--- config.mk ---
export PLATFORM = sky130hd
export DESIGN_NAME = draw_sprite
export DESIGN_NICKNAME = d
export VERILOG_FILES = /design/src/rtl/draw_sprite.sv
export SDC_FILE = /design/constraint.sdc
export NUM_CORES = 1
export LEC_CHECK = 0
export CAP_MARGIN = 5
export CELL_PAD_IN_SITES_DETAIL_PLACEMENT = 0
export CELL_PAD_IN_SITES_GLOBAL_PLACEMENT = 1
export CORE_UTILIZATION = 38
export CTS_CLUSTER_SIZE = 40
export DETAILED_ROUTE_END_ITERATION = 16
export PLACE_DENSITY_LB_ADDON = 0.1
export SKIP_CTS_REPAIR_TIMING = 1
export SLEW_MARGIN = 20
export SYNTH_ARGS = -nofsm -noshare
export SYNTH_HDL_FRONTEND = slang
export SYNTH_SLANG_ARGS = --single-unit
--- constraint.sdc ---
create_clock -name pclk -period 6.15 [get_ports pclk]
set_clock_uncertainty 0.2 [all_clocks]
set_input_delay 1.845 -clock pclk [delete_from_list [all_inputs] [get_ports pclk]]
set_output_delay 1.845 -clock pclk [all_outputs]
set_load 0.03 [all_outputs]
--- src/rtl/draw_sprite.sv ---
// Sprite overlay stage for a VGA pixel stream: frame-latched position, colour-key transparency, 2-cycle latency.
// rom_addr serves as the external ROM's address register; rom_data for that address is consumed in the next cycle.
module draw_sprite #(
    parameter int          SPRITE_W  = 32,
    parameter int          SPRITE_H  = 32,
    parameter int          ADDR_W    = 10,
    parameter logic [11:0] KEY_COLOR = 12'h000
) (
    input  logic              pclk,
    input  logic              rst,
    input  logic [10:0]       hcount_in,
    input  logic [10:0]       vcount_in,
    input  logic              hsync_in,
    input  logic              vsync_in,
    input  logic              hblnk_in,
    input  logic              vblnk_in,
    input  logic [11:0]       rgb_in,
    input  logic [10:0]       xpos,
    input  logic [10:0]       ypos,
    input  logic              enable,
    output logic [ADDR_W-1:0] rom_addr,
    input  logic [11:0]       rom_data,
    output logic [10:0]       hcount_out,
    output logic [10:0]       vcount_out,
    output logic              hsync_out,
    output logic              vsync_out,
    output logic              hblnk_out,
    output logic              vblnk_out,
    output logic [11:0]       rgb_out
);
    localparam int XW = $clog2(SPRITE_W);
    localparam int TW = 26;

    logic        vblnk_prev_reg;
    logic [10:0] xpos_l_reg;
    logic [10:0] ypos_l_reg;
    logic        en_l_reg;

    // Position and enable only change at the start of vertical blank, so a frame never tears.
    always_ff @(posedge pclk or posedge rst) begin
        if (rst) begin
            vblnk_prev_reg <= 1'b0;
            xpos_l_reg     <= '0;
            ypos_l_reg     <= '0;
            en_l_reg       <= 1'b0;
        end else begin
            vblnk_prev_reg <= vblnk_in;
            if (vblnk_in && !vblnk_prev_reg) begin
                xpos_l_reg <= xpos;
                ypos_l_reg <= ypos;
                en_l_reg   <= enable;
            end
        end
    end

    logic [11:0]    rel_x;
    logic [11:0]    rel_y;
    logic           x_hit;
    logic           y_hit;
    logic           in_box;
    logic [11+XW:0] addr_full;

    // Signed 12-bit offsets: a negative offset (sign bit set) is left of / above the sprite.
    assign rel_x     = {1'b0, hcount_in} - {1'b0, xpos_l_reg};
    assign rel_y     = {1'b0, vcount_in} - {1'b0, ypos_l_reg};
    assign x_hit     = !rel_x[11] && (rel_x < 12'(SPRITE_W));
    assign y_hit     = !rel_y[11] && (rel_y < 12'(SPRITE_H));
    assign in_box    = en_l_reg && !hblnk_in && !vblnk_in && x_hit && y_hit;
    assign addr_full = {rel_y, rel_x[XW-1:0]};

    logic [TW-1:0] timing_in;
    logic [TW-1:0] timing_reg [0:1];

    assign timing_in = {hcount_in, vcount_in, hsync_in, vsync_in, hblnk_in, vblnk_in};

    genvar gi;
    generate
        for (gi = 0; gi < 2; gi++) begin : g_delay
            always_ff @(posedge pclk or posedge rst) begin
                if (rst) begin
                    timing_reg[gi] <= '0;
                end else begin
                    timing_reg[gi] <= (gi == 0) ? timing_in : timing_reg[(gi == 0) ? 0 : gi - 1];
                end
            end
        end
    endgenerate

    logic        in_box_reg;
    logic [11:0] rgb_reg;

    always_ff @(posedge pclk or posedge rst) begin
        if (rst) begin
            in_box_reg <= 1'b0;
            rgb_reg    <= '0;
            rom_addr   <= '0;
        end else begin
            in_box_reg <= in_box;
            rgb_reg    <= rgb_in;
            rom_addr   <= in_box ? addr_full[ADDR_W-1:0] : '0;
        end
    end

    logic        blank_s1;
    logic [11:0] rgb_next;

    assign blank_s1 = timing_reg[0][1] | timing_reg[0][0];

    // rom_data is only looked at inside the box, so undefined ROM words never reach the output.
    always_comb begin
        rgb_next = rgb_reg;
        if (blank_s1) begin
            rgb_next = 12'h000;
        end else if (in_box_reg && (rom_data != KEY_COLOR)) begin
            rgb_next = rom_data;
        end
    end

    always_ff @(posedge pclk or posedge rst) begin
        if (rst) begin
            rgb_out <= '0;
        end else begin
            rgb_out <= rgb_next;
        end
    end

    assign {hcount_out, vcount_out, hsync_out, vsync_out, hblnk_out, vblnk_out} = timing_reg[1];

endmodule
* Word level (Yosys, flattened, before mapping) *
Cells that the tools add are included.

word-level totals
  register bits after elaboration = 111
  bits in latches = 0
  bits in writable memories = 0
  bits in read-only memories = 0
  bits of input ports = 75
  output and inout bits = 48
  word-level logic and storage cells = 32
  memories = 0

operators by class
  add/subtract/negate cells = 2
  multipliers = 0
  div/mod/pow operators = 0
  magnitude comparators = 2
  equality and inequality tests = 0
  shift-type cells = 0
  mux-type cells = 3
  bitwise operators = 1
  reduce and logical (&&, ||, !) cells = 14

operators by type and width
  operator                                              count
  < comparator 12 x 6 -> 1 bit (second input constant)  2
  two-way mux 12 bit                                    2
  subtractor 11 x 11 -> 12 bit                          2
  nonzero test 12 bit                                   1
  two-way mux 10 bit                                    1
  logical AND 1 bit                                     8
  logical NOT 1 bit                                     5
  bitwise OR 1 bit                                      1

* Longest topological paths before layout *
  depth in word-level cells = 6
  depth in mapped cells = 11
  depth with buffers taken out = 10

* Least setup slack after synthesis *
No wires, ideal clock.

  path kind = in2reg
  start point = in vcount_in[0]
  end point = reg in_box_reg
  setup time = 96 ps
  arrival time = 4060 ps
  data required time = 5854 ps
  slack = 1794 ps
  stages = 11
  path buffers = 1
  cell sequence = inv_1 ha_1 inv_1 fa_1 a21o_1 a221oi_1 mux2i_1 o21ai_1 or4_4 buf_6 nor4_2

on the way
  longest elaborated chain between the ends = 4
  elaborated cells on any way between the ends = 5
  classes of those cells = add/sub (1); order compare (1); reduce/logical (3)

ends and longest elaborated chain
  element                                                                   line  text
  start, declared                                                           12    input logic [10:0] vcount_in,
  subtractor 11 x 11 -> 12 bit *                                            65    assign rel_y = {1'b0, vcount_in} - {1'b0, ypos_l_reg};
  < comparator 12 x 6 -> 1 bit / logical NOT 1 bit (equally long branches)  67    assign y_hit = !rel_y[11] && (rel_y < 12'(SPRITE_H));
  logical AND 1 bit *                                                       67
  logical AND 1 bit *                                                       68    assign in_box = en_l_reg && !hblnk_in && !vblnk_in && x_hit && y_hit;
  via in_box                                                                60    logic in_box;
  end signal, assigned                                                      98    in_box_reg <= in_box;
  end, declared                                                             89    logic in_box_reg;

The timed path passes the listed nets; every way through them passes the cells marked *.
A chain may end at the register's enable or synchronous reset.

* Final worst setup path *
  start point = in vcount_in[0]
  end point = reg rom_addr[5]

on the way
  longest elaborated chain between the ends = 5
  elaborated cells on any way between the ends = 6
  classes of those cells = add/sub (1); order compare (1); mux (1); reduce/logical (3)

ends and longest elaborated chain
  element                                                                   line  text
  subtractor 11 x 11 -> 12 bit *                                            65
  < comparator 12 x 6 -> 1 bit / logical NOT 1 bit (equally long branches)  67
  logical AND 1 bit                                                         67
  logical AND 1 bit                                                         68
  two-way mux 10 bit *                                                      100   rom_addr <= in_box ? addr_full[ADDR_W-1:0] : '0;
  end signal, assigned                                                      100
  end, declared                                                             21    output logic [ADDR_W-1:0] rom_addr,

Mark *: on every way between the ends. The rest lies on a longest branch, timed or not.

==> key figures <==
Status
  – Result of the run: finished clean

Logic synthesis
  – Leading post-synthesis cells by cell area: dfrtp_1, ha_1, nand2_1
  – Yosys top cell area share: between 50% and 60%
  – Syn avg cell area: 11.2 um^2
  – Post-synth net total: roughly 530
  – Netlist Area Pre-Place: ~0.0048 mm^2
  – Number of enable-type register cells in the synthesized netlist: 0
  – Yosys synthesis warning count: 0
  – Library cell with the largest summed area after synthesis: dfrtp_1
  – Flops & latches, synth: 110
  – Post-Synthesis Cells: ~430
  – Portion of the post-synthesis area used by sequential elements: a little under three fifths
  – Fraction of registers with async set/reset: 100%
  – Count of different cell masters after synthesis: 52
  – Predominant post-synthesis flop cell: dfrtp_1

Clock tree
  – TritonCTS Buffers: 9
  – TritonCTS clock tree: built
  – Cell at the root of the clock tree: clkbuf_16
  – CTS H-tree lvls: 3
  – Largest buffer count on any clock path: 2
  – Clock-pin slew on the worst setup and hold paths: roughly 0.070 ns
  – Worst skew pair latency: roughly 0.34 ns
  – Clock sink count: 110

Timing
  – RSZ-0062 raised after global routing: no
  – Normalized max-slew margin: 38.7%
  – Final Hold Viols: 0
  – Fin crit period: between 4 and 5 ns
  – Share of the cycle needed by the critical path after routing: ~77%
  – Setup_tns: 0 ns
  – Slew @ Worst Pin: 0.920 ns
  – Achievable clock frequency: about 0.21 GHz
  – Final Setup Violations: 0
  – Max-slew violation count: 0

Setup path
  – Crit Path Category: input port to register
  – Data arrival time at the worst-slack endpoint: 4.76 ns
  – Endpoint type of the worst setup path: register
  – Most frequent CP cell: inv_1
  – Largest fanout on the critical path: 11
  – Data required, critical path: ~6.2 ns
  – Source of the worst register-to-register timing path: ypos_l_reg[0]
  – Top cell family by delay on the critical path: simple AND/OR/NAND/NOR gates
  – Start point of the critical path: vcount_in[0]
  – Worst setup SP type: input port
  – Setup slack of the worst register-to-register path: approximately 3.1 ns
  – Max stage delay on crit path: approximately 0.54 ns
  – Cell-by-cell listing of the critical path: clkdlybuf4s50_1, inv_1, ha_1, inv_1, fa_1, a21o_1, a221oi_1, mux2i_1, o21ai_1, or4_4, nor4_2
  – Slowest stage cell on the critical path: or4_4
  – Count of buffering cells on the critical path with inverters included: 3

Cells and area
  – Final standard cell utilization of the core: between 50% and 60%
  – Area taken by multi-input logic gates: about 0.0017 mm^2
  – Number of nets in the finished design: about 620
  – Layout Area Growth over Synthesis: 31.4%
  – Max reg flops: 26
  – Most common cell after layout, fill and taps aside: clkdlybuf4s50_1
  – Share of cells above drive strength 1: under 10%
  – Ant. Diodes: 0
  – Count of fill cells added during filler insertion: 1120
  – Storage cell area: approximately 0.0028 mm^2
  – Leading cell types in the layout, fill and taps excluded: clkdlybuf4s50_1, dfrtp_1, nand2_1

GRT
  – Number of global-route vias before repair: 3246
  – Largest net degree at the start of global routing: 78
  – Grt total ovfl: 0
  – Antenna violations before repair: 0
  – First-pass GRT wire length: roughly 16000 um
  – Total GRT Usage: 15.9%

Die
  – Floorplan die area: between 0.01 and 0.015 mm^2
  – # rows: 40
  – Floorplan die width: ~110 um
  – Total core area: 0.0122 mm^2
  – IO Count: around 120
  – Starting density of the core: 39.5%
  – Y dimension of the die: 114 um

Drt
  – DRC errors left: 0
  – First-pass detailed-route iteration total: 4
  – Via count of the routed design: 3299
  – Remaining antenna violation count after routing: 0
  – Wirelength, routed: about 9700 um
  – Detailed-route wire length per cell: 14.0 um
  – Violation count after the first detailed-route iteration: ~130
  – Via density: around 4.7

Pwr
  – Maximum resistive drop on vdd: around 0.00015 V
  – Total power divided by cell area: about 270 mW/mm^2
  – Reported leakage power: 2.72 nW

Place
  – Post-DP HPWL: 7250 um
  – Final GP Congestion: slightly below 0.8
  – Number of port buffers: 122

Run
  – Number of maximum-capacitance constraint violations: 0

Min path
  – Start point of the worst min-delay path: timing_reg[34]
  – Type of the tightest min-delay check: register to register
-- Yosys cell counts (2+ instances only) --
| cell type | count |
|---|---|
| inv_1 | 35 |
| a211oi_1 | 4 |
| mux2i_1 | 4 |
| o21a_1 | 5 |
| a21o_1 | 5 |
| xor2_1 | 2 |
| nand2_1 | 51 |
| mux2_2 | 3 |
| ha_1 | 22 |
| a211o_1 | 3 |
| o2111ai_1 | 2 |
| buf_2 | 3 |
| nand3_1 | 6 |
| o31a_1 | 2 |
| nor4_1 | 5 |
| a21oi_1 | 18 |
| clkbuf_1 | 12 |
| xnor2_1 | 5 |
| nor2b_1 | 6 |
| o21ai_0 | 31 |
| dfrtp_1 | 110 |
| nor4_2 | 10 |
| nand2b_1 | 2 |
| o21ai_1 | 2 |
| nor2_1 | 10 |
| and3_1 | 4 |
| o211ai_1 | 11 |
| nand4_1 | 2 |
| buf_4 | 22 |
| nor3_1 | 7 |
| fa_1 | 2 |
-- worst reg2reg max path, delay by kind of cell, from the launching register on --
kind | cells | cell delay [ns]
muxes | 1 | 0.25
adders and majority gates | 2 | 0.57
and+or+nand+nor | 2 | 0.86
buffers and inverters | 1 | 0.06
DFF | 1 | 0.35
AOI/OAI and AO/OA | 3 | 0.69
-- per-layer routing --
| layer | track usage, % | vias to the layer above | share of wire [%] |
|---|---|---|---|
| met5 | 0 | - | 0 |
| met2 | 25.1 | 89 | 48 |
| met1 | 21.5 | 1562 | 46 |
| li1 | - | 1642 | - |
| met3 | 4.34 | 6 | 5.4 |
| met4 | 4.85 | 0 | 0.88 |
-- stage by stage --
step	instance area, um^2	cells	power (mW)	setup slack, ns	hold WS, ns
6_report	6310	696	1.73	1.42	0.145
5_1_grt	6310	696	1.84	1.27	0.151
4_1_cts	6300	696	1.76	1.41	0.142
3_5_place_dp	6020	682	1.19	1.06	0.135
3_3_place_gp	6020	682	1.19	1.18	0.132
2_1_floorplan	4800	427	1.07	1.20	0.131
-- power by group --
part	switching, mW	leakage (nW)	internal, mW	total, mW
logic	0.225	1.24	0.172	0.397
registers	0.0117	1.34	0.767	0.778
clock network	0.242	0.136	0.313	0.555
total	0.478	2.72	1.25	1.73
-- final timing paths --
path,endpoint,cells past startpoint
max in group asynchronous,vcount_out[10],3
worst min-delay path,vcount_out[4],0
min in group asynchronous,timing_reg[29],2
worst max-delay path,rom_addr[5],11
worst min register to register,vcount_out[4],0
worst max register to register,rom_addr[5],9
-- cells by family after synthesis --
logic type                 Yosys count  synth area share [%]
AOI/OAI and AO/OA                   95                  13.0
xor gates and xnor gates             7                  1.28
adders and majority gates           24                  6.57
buffers and inverters               73                  7.66
DFF                                110                  57.3
muxes                                7                  1.54
and+or+nand+nor                    111                  12.6
-- cell type report --
| type | instances | area share (%) |
|---|---|---|
| clock buffer | 11 | 3.69 |
| tap | 168 | 3.33 |
| clock inverter | 3 | 0.754 |
| sequential | 110 | 43.6 |
| timing repair buffer | 125 | 19.7 |
| multi-input combinational | 244 | 26.7 |
| inverter | 35 | 2.12 |
No activity file was read; power rests on OpenSTA's default activity.
